[src/rtl/alu4_pkg.sv]
// Shared definitions for the round-robin ALU scheduler.
// Contents: operand/result widths, opcode encodings, FSM state type,
// the per-lane command payload, and helpers for illegal-op handling.
package alu4_pkg;

    localparam int unsigned OPW = 4;
    localparam int unsigned DW  = 4;
    localparam int unsigned RW  = 8;

    localparam logic [OPW-1:0] OP_ADD = 4'h0;
    localparam logic [OPW-1:0] OP_SUB = 4'h1;
    localparam logic [OPW-1:0] OP_MUL = 4'h2;
    localparam logic [OPW-1:0] OP_DIV = 4'h3;
    localparam logic [OPW-1:0] OP_AND = 4'h4;
    localparam logic [OPW-1:0] OP_OR  = 4'h5;
    localparam logic [OPW-1:0] OP_XOR = 4'h6;
    localparam logic [OPW-1:0] OP_SHL = 4'h7;
    localparam logic [OPW-1:0] OP_SHR = 4'h8;
    localparam logic [OPW-1:0] OP_MIN = 4'h9;
    localparam logic [OPW-1:0] OP_LT  = 4'hA;
    localparam logic [OPW-1:0] OP_EQ  = 4'hB;
    localparam logic [OPW-1:0] OP_GT  = 4'hC;

    typedef enum logic [1:0] {
        ST_IDLE = 2'd0,
        ST_EXEC = 2'd1,
        ST_RESP = 2'd2
    } state_t;

    // One requester's operation as presented on its lane.
    typedef struct packed {
        logic [OPW-1:0] op;
        logic [DW-1:0]  a;
        logic [DW-1:0]  b;
    } alu_cmd_t;

    // Opcodes above OP_GT are undefined; divide by zero is rejected.
    function automatic logic is_legal(input logic [OPW-1:0] op, input logic [DW-1:0] b);
        return (op <= OP_GT) && !((op == OP_DIV) && (b == DW'(0)));
    endfunction

    // Result byte reported for a rejected operation.
    function automatic logic [RW-1:0] err_data(input logic [OPW-1:0] op);
        return (op == OP_DIV) ? 8'hFF : 8'h00;
    endfunction

endpackage

[src/rtl/alu4_rr_arbiter.sv]
// Combinational round-robin picker.
// Ports:
//   valid  in   NREQ  lanes requesting
//   ptr    in   IDW   lane with highest priority this cycle
//   grant  out  NREQ  one-hot grant (all zero when nothing valid)
//   index  out  IDW   index of the granted lane
//   found  out  1     a lane was granted
module alu4_rr_arbiter
    import alu4_pkg::*;
#(
    parameter int unsigned NREQ = 2,
    parameter int unsigned IDW  = 1
) (
    input  logic [NREQ-1:0] valid,
    input  logic [IDW-1:0]  ptr,
    output logic [NREQ-1:0] grant,
    output logic [IDW-1:0]  index,
    output logic            found
);

    logic [IDW-1:0] lane;

    // Walk lanes from ptr upward with wraparound; first valid lane wins.
    always_comb begin
        grant = '0;
        index = '0;
        found = 1'b0;
        lane  = '0;
        for (int unsigned k = 0; k < NREQ; k++) begin
            lane = IDW'((32'(ptr) + k) % NREQ);
            if (!found && valid[lane]) begin
                found       = 1'b1;
                grant[lane] = 1'b1;
                index       = lane;
            end
        end
    end

endmodule

[src/rtl/alu4_rr_scheduler.sv]
// Shares one 4-bit ALU among NREQ requesters with round-robin arbitration.
// Legal operations are latched onto the ALU inputs and the result sampled
// ALU_LAT cycles later; illegal operations are answered directly with an
// error response and never disturb the ALU inputs.
// Ports:
//   clk, rst    clock, synchronous active-high reset
//   req_valid   in   NREQ    lane has an operation pending
//   req_ready   out  NREQ    one-hot grant (combinational, IDLE only)
//   req_op/a/b  in   4*NREQ  per-lane opcode / operands, lane i at [4i+3:4i]
//   alu_op/a/b  out  4       ALU inputs, change only on a legal transfer
//   alu_result  in   8       ALU output
//   rsp_valid   out  1       response available
//   rsp_ready   in   1       consumer accepts response
//   rsp_id      out  IDW     owning lane
//   rsp_data    out  8       result byte
//   rsp_err     out  1       illegal operation
module alu4_rr_scheduler
    import alu4_pkg::*;
#(
    parameter int unsigned NREQ    = 2,
    parameter int unsigned ALU_LAT = 1,
    localparam int unsigned IDW    = (NREQ > 1) ? $clog2(NREQ) : 1
) (
    input  logic                clk,
    input  logic                rst,
    input  logic [NREQ-1:0]     req_valid,
    output logic [NREQ-1:0]     req_ready,
    input  logic [OPW*NREQ-1:0] req_op,
    input  logic [DW*NREQ-1:0]  req_a,
    input  logic [DW*NREQ-1:0]  req_b,
    output logic [OPW-1:0]      alu_op,
    output logic [DW-1:0]       alu_a,
    output logic [DW-1:0]       alu_b,
    input  logic [RW-1:0]       alu_result,
    output logic                rsp_valid,
    input  logic                rsp_ready,
    output logic [IDW-1:0]      rsp_id,
    output logic [RW-1:0]       rsp_data,
    output logic                rsp_err
);

    localparam int unsigned      CNTW     = 3;
    localparam logic [CNTW-1:0]  CNT_LAST = CNTW'(ALU_LAT - 1);
    localparam logic [IDW-1:0]   ID_LAST  = IDW'(NREQ - 1);

    state_t          state;
    state_t          state_next;
    logic [CNTW-1:0] cnt;
    logic [CNTW-1:0] cnt_next;
    logic [IDW-1:0]  rr_ptr;

    logic [NREQ-1:0] grant;
    logic [IDW-1:0]  win_id;
    logic            win_any;
    alu_cmd_t        lane_cmd [NREQ];
    alu_cmd_t        win_cmd;
    logic            win_legal;

    logic            xfer;
    logic            xfer_legal;
    logic            capture;

    // Unpack flat lane buses into per-lane commands.
    for (genvar i = 0; i < NREQ; i++) begin : g_lane
        assign lane_cmd[i] = {req_op[OPW*i +: OPW], req_a[DW*i +: DW], req_b[DW*i +: DW]};
    end

    alu4_rr_arbiter #(
        .NREQ (NREQ),
        .IDW  (IDW)
    ) u_arb (
        .valid (req_valid),
        .ptr   (rr_ptr),
        .grant (grant),
        .index (win_id),
        .found (win_any)
    );

    assign win_cmd   = lane_cmd[win_id];
    assign win_legal = is_legal(win_cmd.op, win_cmd.b);

    // State register.
    always_ff @(posedge clk) begin
        if (rst) begin
            state <= ST_IDLE;
            cnt   <= '0;
        end else begin
            state <= state_next;
            cnt   <= cnt_next;
        end
    end

    // Next state, grant and datapath load strobes.
    always_comb begin
        state_next = state;
        cnt_next   = cnt;
        req_ready  = '0;
        xfer       = 1'b0;
        xfer_legal = 1'b0;
        capture    = 1'b0;
        case (state)
            ST_IDLE: begin
                req_ready = grant;
                // grant only ever lands on a valid lane, so any grant is a transfer
                if (win_any) begin
                    xfer = 1'b1;
                    if (win_legal) begin
                        xfer_legal = 1'b1;
                        cnt_next   = '0;
                        state_next = ST_EXEC;
                    end else begin
                        state_next = ST_RESP;
                    end
                end
            end
            ST_EXEC: begin
                cnt_next = cnt + CNTW'(1);
                if (cnt == CNT_LAST) begin
                    capture    = 1'b1;
                    state_next = ST_RESP;
                end
            end
            ST_RESP: begin
                if (rsp_ready) begin
                    state_next = ST_IDLE;
                end
            end
            default: begin
                state_next = ST_IDLE;
            end
        endcase
    end

    // Pointer, ALU input latch and response registers.
    always_ff @(posedge clk) begin
        if (rst) begin
            rr_ptr    <= '0;
            alu_op    <= '0;
            alu_a     <= '0;
            alu_b     <= '0;
            rsp_valid <= 1'b0;
            rsp_id    <= '0;
            rsp_data  <= '0;
            rsp_err   <= 1'b0;
        end else begin
            rsp_valid <= (state_next == ST_RESP);
            if (xfer) begin
                rr_ptr <= (win_id == ID_LAST) ? '0 : win_id + IDW'(1);
                rsp_id <= win_id;
                if (!win_legal) begin
                    rsp_data <= err_data(win_cmd.op);
                    rsp_err  <= 1'b1;
                end
            end
            if (xfer_legal) begin
                alu_op <= win_cmd.op;
                alu_a  <= win_cmd.a;
                alu_b  <= win_cmd.b;
            end
            if (capture) begin
                rsp_data <= alu_result;
                rsp_err  <= 1'b0;
            end
        end
    end

endmodule

[config.mk]
export PLATFORM = sky130hd
export DESIGN_NAME = alu4_rr_scheduler
export DESIGN_NICKNAME = d
export VERILOG_FILES = /design/src/rtl/alu4_pkg.sv /design/src/rtl/alu4_rr_arbiter.sv /design/src/rtl/alu4_rr_scheduler.sv
export SDC_FILE = /design/constraint.sdc
export NUM_CORES = 1
export LEC_CHECK = 0
export CELL_PAD_IN_SITES_DETAIL_PLACEMENT = 1
export CELL_PAD_IN_SITES_GLOBAL_PLACEMENT = 1
export CORE_ASPECT_RATIO = 1.25
export CORE_MARGIN = 1
export CORE_UTILIZATION = 34
export DETAILED_ROUTE_END_ITERATION = 8
export GPL_ROUTABILITY_DRIVEN = 0
export HOLD_SLACK_MARGIN = 0.06
export PLACE_DENSITY_LB_ADDON = 0.15
export SYNTH_ARGS = -nofsm -noshare
export SYNTH_HDL_FRONTEND = slang
export SYNTH_SLANG_ARGS = --single-unit
[constraint.sdc]
create_clock -name clk -period 4.93 [get_ports clk]
set_input_delay 0.986 -clock clk [delete_from_list [all_inputs] [get_ports clk]]
set_output_delay 0.986 -clock clk [all_outputs]
set_load 0.005 [all_outputs]
==> impl_metrics.yaml <==
setup_path:
  critPathLaunchType: "input pin"
  crit-reg2reg-capture: "rsp_data[4]"
  cpPeakStageDelay_ns: 0.69
  critPathKind: "in2out"
  crit_path_cell_trace: "clkdlybuf4s50_1 > nand2_2 > nor3_1 > clkdlybuf4s50_1"
  worst_path_max_delay_cell: "clkdlybuf4s50_1"
  r2r-start: "rr_ptr"
  end_kind: "output pin"
  cp_data_required_time_ns: 3.94
  crit_family: "buffers and inverters"
  worstPathMaxFanout: 15
  timing.critical_path.mode_cell: "clkdlybuf4s50_1"
  worst_ep_arrival_time_ns: 2.81
  worst-r2r-cell-count: 5
  critical_path_buf_inv_count: 2
  r2r_setup_slack_ns: 2.69
sta:
  setup_ws_ns: 1.13
  final_min_period_over_clock_period_pct: 77.0
  setup_repair_after_global_routing_missed_its_margin: "false"
  worst_case_headroom_to_the_max_slew_limit_pct: 55.5
  drv_slew: 0
  timing_hold_violations_final: 0
  finalSetupViolations: 0
  tns_ns: 0
  fmaxAchievable_mhz: 263
  worst_slew_pin_slew_ns: 0.665
  min_period_ns: 3.80
  clock-skew-final_ns: 0.00499
route:
  detail_route.drc_violations: 0
  top_layer: "met4"
  dr.first_iter.drc_count: 88
  wl_um: 5050
  via_count: 1632
  wl_met2_um: 2550
  routedLengthMet1_um: 2150
  wl_per_cell_um: 17.7
  met3_wirelength_um: 217
  avgViaCountPerCell: 5.73
  detail-route-antenna-nets: 0
  1st_pass_router_iterations: 4
synthesis:
  synth.ff_latch_count: 29
  synth_warnings: 0
  synth_sequential_area_ratio_pct: 36.0
  synth.area.top_cells: "dfxtp_1, mux2i_1, a211oi_2, a31oi_1, a41oi_1"
  leading_area_contributor_after_synthesis: "dfxtp_1"
  netlist_area_mm2: 0.00161
  synthFlopType: "dfxtp_1"
  synth_edf_count: 0
  yosysMostFrequentCell: "dfxtp_1"
  postSynthCellCount: 169
  netlist.area_leader.share_pct: 36.0
  postSynth.asyncResetShare_pct: 0
  synth.net_count: 208
  synthesis.area_per_instance_um2: 9.54
  synth.top_cells.by_count: "dfxtp_1, a31oi_1, mux2i_1, nand2_1, nand3_1"
  synth.lib_cells_used.distinct: 46
final_layout:
  area.growth.synth_to_final_pct: 44.2
  layout_filler_cell_count: 530
  drive_above_1_share_pct: 13.7
  final_cell_count_no_fill: 285
  register_area_um2: 581
  antenna-diode-count: 0
  nets: 265
  area_of_the_multi_input_gates_um2: 936
global_route:
  first_pass_grt_wire_length_um: 8450
  global_route_usage_over_all_layers_pct: 21.2
  grt_overflow: 0
  grt_max_degree: 32
  first_global_vias: 1746
  antenna_violations_before_repair: 0
placement:
  detailedPlace.worstSlack_ns: 1.11
  detailed_place_hpwl_um: 3700
  cell_count_after_placement: 277
  port_buffers: 61
clocking:
  cts_buffer_depth: 2
  clk_latency_ns: 0.28
  path_clk_slew_ns: 0.06
  cts.htree.levels: 2
  post_cts_buffers: 0
  cts_hold_repair.buffers: 0
  cts-resized-gates: 0
  cts.sinks: 29
  tritoncts: "done"
  cts-root-buf: "clkbuf_8"
  numCtsBuffers: 5
min_path:
  whs_path_depth: 2
  min-delay-path-class: "reg2reg"
  worstHoldStart: "rsp_err"
  min_delay_worst_endpoint: "rsp_err"
floorplan:
  io_pins: 62
  floorplan.die.height_um: 79.0
  design.die.area_mm2: 0.00502
  row_count: 27
  floorplan.initialDensity_pct: 35.9
  core-area_mm2: 0.00449
  dieWidth_um: 63.6
outcome:
  outcome: "completed"
power:
  totalPowerFinal_w: 0.000752
  pwr_density_cell_mw_per_mm2: 324
  ir_worst_vdd_mv: 0.149
  static-leakage-power_nw: 0.825
job:
  cap_violations: 0
state kept, by name (all words and copies together) (netlist names):
signal,count
alu_b,4
alu_op,4
rr_ptr,1
cnt,3
rsp_valid,1
rsp_err,1
alu_a,4
rsp_data,8
rsp_id,1
state,2
kinds of logic (layout without fill, tap and decap cells):
family,after synthesis,in the layout,synth area share (%)
mux,13,13,8.15
simple gates,55,55,19.6
buf+inv,18,76,5.90
xor+xnor,1,1,0.544
flops,29,29,36.0
compound gates,51,51,28.3
fa+ha+maj,2,2,1.55
routing by layer:
layer  vias up  track usage (%)
met3        14             4.74
met1       791             23.9
met2        54             37.7
met4         0             9.32
li1        773                -
met5         -                0
stage by stage:
step,hold slack (ns),instance area [um2],utilization [%]
floorplan,0.450,1610,-
global placement,0.456,2240,49.8
detailed placement,0.468,2240,49.8
CTS,0.477,2320,51.7
global route,0.500,2320,51.7
finish,0.465,2320,51.7
how the worst max path moves through the flow:
stage	from	endpoint	slack [ns]	depth (start not counted)
after floorplan	req_valid[1]	req_ready[1]	2.13	4
after global placement	req_valid[1]	req_ready[1]	1.19	4
after detailed placement	req_valid[1]	req_ready[1]	1.11	4
after CTS	req_valid[1]	req_ready[1]	1.12	4
after global routing	req_valid[1]	req_ready[1]	1.01	4
final	req_valid[1]	req_ready[1]	1.13	4
layout by cell type (no fill, tap or decap), drive strengths merged, types with 2 or more instances in the layout:
cell type / synthesis / routed
a211oi: 12 / 12
o21ai: 2 / 2
inv: 4 / 4
nor2: 5 / 5
nand2: 13 / 13
a221oi: 2 / 2
clkinv: 0 / 2
a311oi: 2 / 2
o211ai: 2 / 2
buf: 8 / 3
nand4: 8 / 8
nand2b: 4 / 4
nand3: 10 / 10
or3: 2 / 2
a21oi: 4 / 4
a41oi: 8 / 8
nor3: 5 / 5
ha: 2 / 2
mux2i: 12 / 12
a31oi: 12 / 12
dfxtp: 29 / 29
clkbuf: 6 / 5
clkdlybuf4s50: 0 / 61
worst min-delay path, stage by stage (launching register included):
cell      delay [ns]
dfxtp_1         0.31
inv_1           0.05
a211oi_1        0.06
area by class of cell:
cell class	count	area share (%)
Multi-Input combinational cell	122	40.3
Timing Repair Buffer	64	27.2
Sequential cell	29	25.0
Tap cell	58	3.12
Clock buffer	5	2.96
Clock inverter	3	0.754
Inverter	4	0.646
report_power, final:
part	total [W]	internal, W	switching [W]
clock network	0.000192	0.0000972	0.0000953
registers	0.000297	0.000270	0.0000265
logic	0.000263	0.000139	0.000124
total	0.000752	0.000506	0.000246
(Power assumes the default switching activity.)
